[config.mk]
export PLATFORM = sky130hd
export DESIGN_NAME = regbank_ctx
export DESIGN_NICKNAME = d
export VERILOG_FILES = /design/src/rtl/regbank_ctx_pkg.sv /design/src/rtl/regbank_ctx_seq.sv /design/src/rtl/regbank_ctx.sv
export SDC_FILE = /design/constraint.sdc
export NUM_CORES = 1
export LEC_CHECK = 0
export ABC_AREA = 0
export CORE_AREA = 2 2 146 148
export DETAILED_ROUTE_END_ITERATION = 7
export DIE_AREA = 0 0 148 150
export GPL_ROUTABILITY_DRIVEN = 1
export PLACE_DENSITY = 0.84
export SETUP_SLACK_MARGIN = 0.2
export SKIP_LAST_GASP = 1
export SLEW_MARGIN = 20
export SYNTH_ARGS = -nofsm -noshare
export SYNTH_HDL_FRONTEND = slang
export SYNTH_HIERARCHICAL = 1
export SYNTH_SLANG_ARGS = --single-unit
[constraint.sdc]
create_clock -name clk -period 4.3 [get_ports clk]
set_input_delay 0.43 -clock clk [delete_from_list [all_inputs] [get_ports clk]]
set_output_delay 0.43 -clock clk [all_outputs]
set_load 0.02 [all_outputs]
[src/rtl/regbank_ctx_pkg.sv]
// Shared definitions for the banked register file and its context sequencer.
// Sequencer state encoding, architectural register indices and reset PC.
package regbank_ctx_pkg;

    typedef logic [1:0] ctx_state_t;

    localparam ctx_state_t ST_IDLE    = 2'd0;
    localparam ctx_state_t ST_SAVE    = 2'd1;
    localparam ctx_state_t ST_RESTORE = 2'd2;
    localparam ctx_state_t ST_DONE    = 2'd3;

    localparam logic [2:0] SP_IDX = 3'd6;
    localparam logic [2:0] PC_IDX = 3'd7;

    localparam logic [15:0] DEFAULT_RESET_PC = 16'o100000;

endpackage

[src/rtl/regbank_ctx_seq.sv]
// Context save/restore sequencer: walks R0..R(NSAVE-1) over a valid/ready stream.
//
// state      | meaning
// -----------+----------------------------------------------------------
// ST_IDLE    | no transfer; ctx_start launches save or restore
// ST_SAVE    | presenting R[cnt] on the save stream, waiting for sv_ready
// ST_RESTORE | accepting rs_data into R[cnt], waiting for rs_valid
// ST_DONE    | single ce cycle with ctx_done=1, then back to idle
module regbank_ctx_seq
    import regbank_ctx_pkg::*;
#(
    parameter int NSAVE = 6
) (
    input  logic       clk,
    input  logic       reset_n,
    input  logic       ce,
    input  logic       ctx_start,
    input  logic       ctx_restore,
    input  logic       sv_ready,
    input  logic       rs_valid,
    output logic       ctx_busy,
    output logic       ctx_done,
    output logic       sv_valid,
    output logic       rs_ready,
    output logic       rst_we,
    output logic [2:0] cnt
);

    localparam logic [2:0] LAST = 3'(NSAVE - 1);

    ctx_state_t state;
    logic       xfer;

    assign sv_valid = (state == ST_SAVE);
    assign rs_ready = (state == ST_RESTORE);
    assign ctx_done = (state == ST_DONE);
    assign ctx_busy = (state != ST_IDLE);
    assign xfer     = (sv_valid & sv_ready) | (rs_ready & rs_valid);
    assign rst_we   = ce & rs_ready & rs_valid;

    always_ff @(posedge clk or negedge reset_n) begin
        if (!reset_n) begin
            state <= ST_IDLE;
            cnt   <= '0;
        end else if (ce) begin
            case (state)
                ST_IDLE: begin
                    if (ctx_start) begin
                        cnt   <= '0;
                        state <= ctx_restore ? ST_RESTORE : ST_SAVE;
                    end
                end
                ST_SAVE, ST_RESTORE: begin
                    if (xfer) begin
                        if (cnt == LAST) state <= ST_DONE;
                        else             cnt   <= cnt + 3'd1;
                    end
                end
                ST_DONE: state <= ST_IDLE;
                default: state <= ST_IDLE;
            endcase
        end
    end

endmodule

[src/rtl/regbank_ctx.sv]
// Register bank R0..R5, per-mode banked SP and PC with two write ports and context streaming.
// Optional REGBANK_RTEST_EN exposes the full register state on rtest.
module regbank_ctx
    import regbank_ctx_pkg::*;
#(
    parameter int            W        = 16,
    parameter int            NMODES   = 2,
    parameter int            NSAVE    = 6,
    parameter logic [W-1:0]  RESET_PC = W'(DEFAULT_RESET_PC),
    localparam int           MW       = (NMODES > 1) ? $clog2(NMODES) : 1
) (
    input  logic          clk,
    input  logic          reset_n,
    input  logic          ce,
    input  logic [MW-1:0] mode,
    output logic [W-1:0]  pc,
    output logic [W-1:0]  sp,
    input  logic [2:0]    rs_a,
    input  logic [2:0]    rs_b,
    output logic [W-1:0]  rd_a,
    output logic [W-1:0]  rd_b,
    input  logic          we_a,
    input  logic [2:0]    wa_a,
    input  logic [W-1:0]  wd_a,
    input  logic          we_b,
    input  logic [2:0]    wa_b,
    input  logic [W-1:0]  wd_b,
    input  logic          pc_we,
    input  logic [W-1:0]  pc_wd,
    input  logic          ctx_start,
    input  logic          ctx_restore,
    output logic          ctx_busy,
    output logic          ctx_done,
    output logic          sv_valid,
    input  logic          sv_ready,
    output logic [W-1:0]  sv_data,
    output logic [2:0]    sv_idx,
    input  logic          rs_valid,
    output logic          rs_ready,
    input  logic [W-1:0]  rs_data
`ifdef REGBANK_RTEST_EN
    ,
    output logic [(8+NMODES)*W-1:0] rtest
`endif
);

    logic [W-1:0]  r    [6];
    logic [W-1:0]  sp_q [NMODES];
    logic [W-1:0]  pc_q;
    logic [W-1:0]  view [8];
    logic [MW-1:0] msel;
    logic [2:0]    cnt;
    logic          rst_we;
    logic          a_ok;
    logic          b_ok;

    regbank_ctx_seq #(.NSAVE(NSAVE)) u_seq (
        .clk         (clk),
        .reset_n     (reset_n),
        .ce          (ce),
        .ctx_start   (ctx_start),
        .ctx_restore (ctx_restore),
        .sv_ready    (sv_ready),
        .rs_valid    (rs_valid),
        .ctx_busy    (ctx_busy),
        .ctx_done    (ctx_done),
        .sv_valid    (sv_valid),
        .rs_ready    (rs_ready),
        .rst_we      (rst_we),
        .cnt         (cnt)
    );

    // Out-of-range modes fall back to bank 0.
    assign msel = (int'(mode) < NMODES) ? mode : '0;

    always_comb begin
        for (int i = 0; i < 6; i++) view[i] = r[i];
        view[6] = sp_q[msel];
        view[7] = pc_q;
    end

    assign rd_a    = view[rs_a];
    assign rd_b    = view[rs_b];
    assign pc      = pc_q;
    assign sp      = sp_q[msel];
    assign sv_idx  = cnt;
    assign sv_data = view[cnt];

    // The context registers belong to the sequencer while a transfer is in flight.
    assign a_ok = we_a & ~(ctx_busy & (int'(wa_a) < NSAVE));
    assign b_ok = we_b & ~(ctx_busy & (int'(wa_b) < NSAVE));

    always_ff @(posedge clk or negedge reset_n) begin
        if (!reset_n) begin
            for (int i = 0; i < 6; i++)      r[i]    <= '0;
            for (int m = 0; m < NMODES; m++) sp_q[m] <= '0;
            pc_q <= RESET_PC;
        end else if (ce) begin
            for (int i = 0; i < 6; i++) begin
                if (rst_we && cnt == 3'(i))       r[i] <= rs_data;
                else if (a_ok && wa_a == 3'(i))   r[i] <= wd_a;
                else if (b_ok && wa_b == 3'(i))   r[i] <= wd_b;
            end
            if (a_ok && wa_a == SP_IDX)      sp_q[msel] <= wd_a;
            else if (b_ok && wa_b == SP_IDX) sp_q[msel] <= wd_b;
            if (pc_we)                       pc_q <= pc_wd;
            else if (a_ok && wa_a == PC_IDX) pc_q <= wd_a;
            else if (b_ok && wa_b == PC_IDX) pc_q <= wd_b;
        end
    end

`ifdef REGBANK_RTEST_EN
    // Word 6 carries pc; SP banks follow; the top word is padding.
    always_comb begin
        rtest = '0;
        for (int i = 0; i < 6; i++)      rtest[i*W +: W]     = r[i];
        rtest[6*W +: W] = pc_q;
        for (int m = 0; m < NMODES; m++) rtest[(7+m)*W +: W] = sp_q[m];
    end
`endif

endmodule

==> implementation parameters, run 1 <==
Parameter                              Value

Die
  Area of the core    0.0207 mm2
  Number of placement rows    53
  Overall die height    150 um
  Number of top-level design ports    174
  Total die area    0.0222 mm2
  Starting utilization of the core area    57.6%
  Die Width    148 um

Synth
  Dominant register cell in the synthesized netlist    sky130_fd_sc_hd__dfrtp_1
  Number of synthesized register bits    149
  Cell accounting for the most synthesized area    sky130_fd_sc_hd__dfrtp_1
  Number of enable-type register cells in the synthesized netlist    0
  Syn nets    1260
  Yosys warning count    6
  Area share of the largest cell type after synthesis    31.1%
  Number of instances in the synthesized netlist    1166
  Async set-reset flop share out of synthesis    100%
  Syn_area_per_cell    10.2 um2
  Top cells by area, synth    sky130_fd_sc_hd__dfrtp_1, sky130_fd_sc_hd__mux4_2, sky130_fd_sc_hd__mux2_2
  Sequential area share after synthesis    31.3%
  Count of unique library cells instantiated by Yosys    52
  Syn Std Cell Area    0.0119 mm2

Clocking
  Clock-pin slew on the worst setup and hold paths    0.06 ns
  Post-cts gate resize count    0
  # hold bufs at CTS    0
  Latest clock arrival within the worst-skew pair    0.43 ns
  CTS Buffer Depth    2
  Setup repair bufs after CTS    0
  H-tree Lvls    4
  Clk Tree Root Cell    sky130_fd_sc_hd__clkbuf_16
  Total CTS buffers    17
  Total number of clock tree sinks    149
  Clock tree from TritonCTS    done

Global route
  Global-route usage over all layers    38.0%
  Via count of the first global-routing pass    11000
  Maximum number of pins on one net before global-route repair    99
  Global route total overflow    0
  Wire length of the first global-routing pass    63.9 mm
  Initial antenna violation count    2

Worst setup path
  Data arrival time of the worst path    2.99 ns
  Cell with the largest stage delay on the worst path    sky130_fd_sc_hd__clkdlybuf4s50_1
  Critical Path, Cell by Cell    clkdlybuf4s50_1 > buf_4 > mux2_2 > mux4_2 > mux2_2 > clkdlybuf4s50_1
  Slowest stage delay, CP    0.55 ns
  Setup CP Type    in2out
  Startpoint of the worst-slack reg-to-reg timing path    u_seq/state[0]
  Critical Path Source    mode
  Crit path buf inv count    3
  Crit path launch type    input pin
  Category of the worst setup path capture point    output port
  Data required time of the worst path    3.87 ns
  Peak fanout along the critical path    18
  Largest delay contributor family on the critical path    buffers and inverters

Pwr
  Maximum vdd ir drop    421 uV
  Power, Total    8.56 mW
  P_leak    5.78 nW
  Pwr Density    593 mW/mm2

Detailed routing
  Routed WL per cell    26.5 um
  Via-per-instance ratio    7.18
  Iter 0 DRT Violations    1848
  Final WL    41.8 mm
  DRT Pass-1 Iters    6
  Antenna viol nets, final    0
  DRC Markers    0
  Number of vias after detailed routing    11300

Timing
  Highest clock frequency the design can meet    292 MHz
  Final Max Tran Viols    0
  Fin Setup TNS    0 ns
  Crit path time final    3.42 ns
  Count of final setup violators    0
  Final worst-path cycle share    79.7%
  Setup skew after layout    0.00761 ns
  Hold violation total from the final report    0
  Normalized max-slew margin    22.7%
  Unrepaired setup endpoints after global routing    no
  Pin slew with the least headroom to its limit    1.16 ns

Flow run
  Count of maximum capacitance violations    0

Cells and area
  Layout Area Growth over Synthesis    21.2%
  Final instance area    0.0144 mm2
  Nets    1381
  Commonest non-fill, non-tap cell in the layout    sky130_fd_sc_hd__clkdlybuf4s50_1
  Most used cells in the layout excluding fill and tap cells    sky130_fd_sc_hd__clkdlybuf4s50_1, sky130_fd_sc_hd__dfrtp_1, sky130_fd_sc_hd__mux2_2
  Share of post-route cells with drive strength above 1    24.8%

Worst hold path
  Worst min-delay path category    in2async

Place
  Number of buffers inserted by port buffering    173
  Weighted congestion reported at the end of routability-driven placement    0.883
  DP Area    0.0139 mm2
  HPWL reported at the end of detailed placement    27.0 mm

Status
  Run status    finished clean
worst reg2reg max path: stages, from the launching register on:
cell and delay [ns]:
sky130_fd_sc_hd__dfrtp_1 0.38, sky130_fd_sc_hd__inv_1 0.11, sky130_fd_sc_hd__ha_1 0.28, sky130_fd_sc_hd__inv_1 0.31
sky130_fd_sc_hd__or3b_4 0.80, sky130_fd_sc_hd__o21ai_2 0.09, sky130_fd_sc_hd__o21ai_2 0.46, sky130_fd_sc_hd__buf_4 0.37
sky130_fd_sc_hd__mux2_1 0.37
synthesized netlist by cell type, types with 19 or more instances:
library cell	count
sky130_fd_sc_hd__buf_2	27
sky130_fd_sc_hd__nor3b_1	19
sky130_fd_sc_hd__mux2i_1	34
sky130_fd_sc_hd__nor2_1	112
sky130_fd_sc_hd__o21ai_1	22
sky130_fd_sc_hd__mux4_2	96
sky130_fd_sc_hd__o21ai_0	111
sky130_fd_sc_hd__mux2_1	46
sky130_fd_sc_hd__mux2_2	120
sky130_fd_sc_hd__clkbuf_1	79
sky130_fd_sc_hd__a21oi_1	47
sky130_fd_sc_hd__dfrtp_1	148
sky130_fd_sc_hd__nand3_1	34
sky130_fd_sc_hd__a31oi_1	82
sky130_fd_sc_hd__nand2_1	87
worst paths after layout:
kind                       slack [ns]       end  cells after the start
max                              0.88   rd_b[0]                      6
min                              0.11     pc[4]                      1
max in group asynchronous        3.19  sp_q[22]                      2
min in group clk                 0.48   sp_q[2]                      2
min reg2reg                      0.48   sp_q[2]                      2
max reg2reg                      1.01     r[31]                      8
metrics by stage:
stage	hold slack (ns)	worst slack [ns]	utilization, %	std cells
3_5_place_dp	0.469	0.921	67.1	1543
2_1_floorplan	0.134	1.84	-	1166
5_1_grt	0.191	0.790	69.8	1575
4_1_cts	0.147	0.894	69.8	1575
6_report	0.113	0.875	69.8	1577
3_3_place_gp	0.458	0.923	67.1	1543
flip-flops by register name, indices dropped and copies added, names as in the netlist:
| signal | flops |
|---|---|
| sp_q | 32 |
| u_seq/cnt | 3 |
| u_seq/state | 2 |
| pc | 16 |
| r | 96 |
routing by layer:
layer,GRT usage (%),wire length (um),up-vias
met4,20.4,2280,0
met2,57.5,19000,990
met5,0,0,-
li1,-,-,4647
met1,50.1,15100,5464
met3,10.4,5380,219
report_power, final:
| part | total (mW) | internal [mW] | leakage, nW | switching (mW) |
|---|---|---|---|---|
| registers | 2.77 | 1.97 | 1.84 | 0.793 |
| clock network | 1.43 | 0.823 | 0.264 | 0.609 |
| logic | 4.37 | 2.49 | 3.67 | 1.88 |
kinds of logic (layout without fill, tap and decap cells):
group / after synthesis / count (layout) / share of synthesized area [%]
buffers and inverters: 124 / 258 / 4.47
AO/OA/AOI/OAI: 285 / 285 / 13.6
AND/OR/NAND/NOR: 295 / 295 / 11.9
adder cells (fa/ha/maj): 7 / 7 / 0.735
other: 0 / 2 / 0
multiplexers: 306 / 306 / 38.0
flip-flops: 149 / 149 / 31.3
area by class of cell:
cell class,count,area [um2]
repair buffers,219,2120
flip-flops and latches,149,3730
fillers,1488,6250
clock buffers,20,457
diodes,2,5.00
clock inverters,12,105
well taps,275,344
multi-input cells,893,7650
inverters,7,26.3
No activity file was read; power rests on OpenSTA's default activity.
==> run 2, diff against run 1 <==
CORE_AREA = 2 2 149 151   (was 2 2 146 148)
DIE_AREA = 0 0 151 153   (was 0 0 148 150)
PLACE_DENSITY = 0.81   (was 0.84)
clock period = 3.2 ns   (was 4.3 ns; I/O delays follow)
==> run 2 against run 1 <==
Die area increased by 4.1%. Register-to-register slack got worse by 0.77 ns. Sequential power increased by 27%. Combinational power increased by 34%. Sequential share of layout area decreased by 0.51 points. Utilization decreased by 1.2 points. Global-route usage decreased by 1.5 points. Sequential cell count unchanged. Cell area increased by 2.0%. Critical path type is now reg2reg.
==> implementation parameters, run 2 (same netlist as run 1, synthesis figures left out) <==
Parameter                              Value

Place
  Total placed cells including tap cells    1565 (+1.4%)
  Number of buffers inserted by port buffering    173 (unchanged)
  HPWL reported at the end of detailed placement    27.2 mm (+0.75%)
  Weighted congestion reported at the end of routability-driven placement    0.913 (+3.4%)

Die
  Die Width    151 um (+2.0%)
  Area of the core    0.0215 mm2 (+3.8%)
  Number of top-level design ports    174 (unchanged)
  Total die area    0.0231 mm2 (+4.1%)
  Overall die height    153 um (+2.0%)
  Number of placement rows    54 (+1.9%)
  Starting utilization of the core area    55.4% (-2.1 points)

Clocking
  Total number of clock tree sinks    149 (unchanged)
  Clk Tree Root Cell    sky130_fd_sc_hd__clkbuf_16
  H-tree Lvls    4 (unchanged)
  CTS Buffer Depth    2 (unchanged)
  Clock tree from TritonCTS    done
  Total CTS buffers    17 (unchanged)
  Latest clock arrival within the worst-skew pair    0.43 ns (about the same)
  Clock-pin slew on the worst setup and hold paths    0.06 ns (about the same)

Global route
  Maximum number of pins on one net before global-route repair    75 (-24%)
  Initial antenna violation count    1 (-1)
  Global route total overflow    0 (unchanged)
  Via count of the first global-routing pass    11100 (+0.26%)
  Global-route usage over all layers    36.5% (-1.5 points)
  Wire length of the first global-routing pass    63.8 mm (-0.20%)

Timing
  Highest clock frequency the design can meet    338 MHz
  Unrepaired setup endpoints after global routing    no
  Hold slack final    0.476 ns (+0.363 ns)
  Fin Setup TNS    0 ns (unchanged)
  Pin slew with the least headroom to its limit    0.861 ns (-0.299 ns)
  Setup skew after layout    0.00873 ns (+0.00112 ns)
  Hold violation total from the final report    0 (unchanged)
  Final worst-path cycle share    92.4%
  Normalized max-slew margin    42.6% (+20 points)
  Crit path time final    2.96 ns
  Final Max Tran Viols    0 (unchanged)
  Count of final setup violators    0 (unchanged)

Cells and area
  Utilization after layout    68.6% (-1.2 points)
  Nets    1402 (+1.5%)
  Most used cells in the layout excluding fill and tap cells    sky130_fd_sc_hd__dfrtp_1, sky130_fd_sc_hd__clkdlybuf4s50_1, sky130_fd_sc_hd__mux2_2
  Commonest non-fill, non-tap cell in the layout    sky130_fd_sc_hd__dfrtp_1
  Layout Area Growth over Synthesis    23.7%
  Share of post-route cells with drive strength above 1    25.9% (+1.1 points)
  Flip-flop and latch area    0.00373 mm2 (unchanged)
  Area of the multi-input gates    0.00766 mm2 (about the same)
  Flip-flop count of the largest register after layout    96 (unchanged)
  Fillcell total    1565 (+5.2%)
  Register with the highest flop count    r
  Fin cells    1604 (+1.7%)

Detailed routing
  Number of vias after detailed routing    11300 (+0.18%)
  Via-per-instance ratio    7.07 (-1.5%)
  Antenna viol nets, final    0 (unchanged)
  DRC Markers    0 (unchanged)
  DRT Pass-1 Iters    6 (unchanged)
  Iter 0 DRT Violations    1790 (-3.1%)
  Routed WL per cell    26.0 um (-1.9%)
  Final WL    41.7 mm (-0.21%)

Pwr
  Maximum vdd ir drop    401 uV (-4.7%)
  P_leak    6.10 nW (+5.7%)
  Pwr Density    787 mW/mm2 (+33%)
  Power, Total    11.6 mW (+35%)

Worst setup path
  Reg2Reg Setup Slack    0.24 ns (-0.77 ns)
  Setup CP Type    reg2reg
  Peak fanout along the critical path    67 (+49)
  Crit path launch type    flop
  Slowest stage delay, CP    0.44 ns (-0.11 ns)
  Worst reg2reg path depth    9 (+1)
  Cell repeated most along the worst path    sky130_fd_sc_hd__buf_6
  Data arrival time of the worst path    3.27 ns (+0.28 ns)
  Critical Path, Cell by Cell    inv_1 > ha_2 > clkinvlp_4 > or3b_4 > buf_6 > o21ai_1 > o21a_1 > buf_6 > mux2_2
  Category of the worst setup path capture point    flop
  Reg-to-reg endpoint    r[0]
  Startpoint of the worst-slack reg-to-reg timing path    u_seq/state[0]
  Cell with the largest stage delay on the worst path    sky130_fd_sc_hd__or3b_4
  Data required time of the worst path    3.51 ns (-0.36 ns)

Status
  Run status    finished clean

Worst hold path
  Worst min-delay path category    in2async

Flow run
  Count of maximum capacitance violations    0 (unchanged)
==> run 2: cell count changes in the layout (fill, tap and decap cells not counted), moves of 4 or more <==
cell | before | now
sky130_fd_sc_hd__buf_12 | 4 | 10
sky130_fd_sc_hd__dlygate4sd2_1 | 0 | 44
sky130_fd_sc_hd__buf_4 | 42 | 54
sky130_fd_sc_hd__clkdlybuf4s50_1 | 170 | 122
sky130_fd_sc_hd__dlymetal6s2s_1 | 0 | 4
sky130_fd_sc_hd__bufinv_16 | 1 | 5
==> run 2: worst max-delay path by stage <==
| stage | start | to | slack [ns] | cells past startpoint |
|---|---|---|---|---|
| 2_1_floorplan | u_seq/state[0] | r[80] | 0.75 | 9 |
| 3_3_place_gp | mode | rd_a[3] | 0.16 | 6 |
| 3_5_place_dp | mode | sv_data[10] | 0.15 | 6 |
| 4_1_cts | mode | rd_b[2] | 0.20 | 6 |
| 5_1_grt | u_seq/state[0] | r[13] | 0.21 | 9 |
| 6_report | u_seq/state[0] | r[0] | 0.24 | 9 |
==> run 2: routing by layer <==
| metal | up-vias | GRT usage (%) | part of all wire (%) |
|---|---|---|---|
| met5 | - | 0 | 0 |
| met1 | 5463 | 48.4 | 36 |
| met4 | 0 | 16.4 | 5.5 |
| met2 | 949 | 56.7 | 46 |
| li1 | 4708 | - | - |
| met3 | 220 | 9.16 | 13 |
==> run 2: repair_timing <==
| item | 4_1_cts | 5_1_grt |
|---|---|---|
| setup buffers | 0 | 3 |
| setup endpoints to repair | 56 | 16 |
| resized for setup | 45 | 7 |
| hold buffers | 1 | 0 |
| endpoints found under the hold margin | 71 | 0 |
==> run 2: metrics by stage <==
| step | cell area (um2) | setup slack, ns |
|---|---|---|
| 6_report | 14700 | 0.243 |
| 5_1_grt | 14700 | 0.211 |
| 4_1_cts | 14700 | 0.200 |
| 3_5_place_dp | 14100 | 0.149 |
| 3_3_place_gp | 14100 | 0.161 |
| 2_1_floorplan | 11900 | 0.747 |
==> run 2: layout make-up <==
cell class | count | area share [%]
multi-input combinational | 893 | 52.0
sequential | 149 | 25.3
timing repair buffer | 240 | 15.7
clock buffer | 20 | 2.96
tap | 280 | 2.38
clock inverter | 12 | 1.37
inverter | 7 | 0.204
antenna | 3 | 0.0510
==> run 2: report_power, final <==
part | internal, mW | switching (mW) | total, mW
Combinational | 3.17 | 2.69 | 5.85
Sequential | 2.66 | 0.875 | 3.53
Clock | 1.39 | 0.819 | 2.20
Total | 7.21 | 4.38 | 11.6
==> run 2: worst max-delay path: cells and delay by family (launching register included) <==
family | cells | cell delay, ns
compound gates | 2 | 0.42
simple gates | 1 | 0.44
fa+ha+maj | 1 | 0.29
flops | 1 | 0.40
mux | 1 | 0.37
buf+inv | 4 | 0.89
==> run 3, diff against run 2 <==
CAP_MARGIN = 20   (was not set)
==> results of run 3 <==
No change in the layout: final DEF, timing and power equal those of run 2.
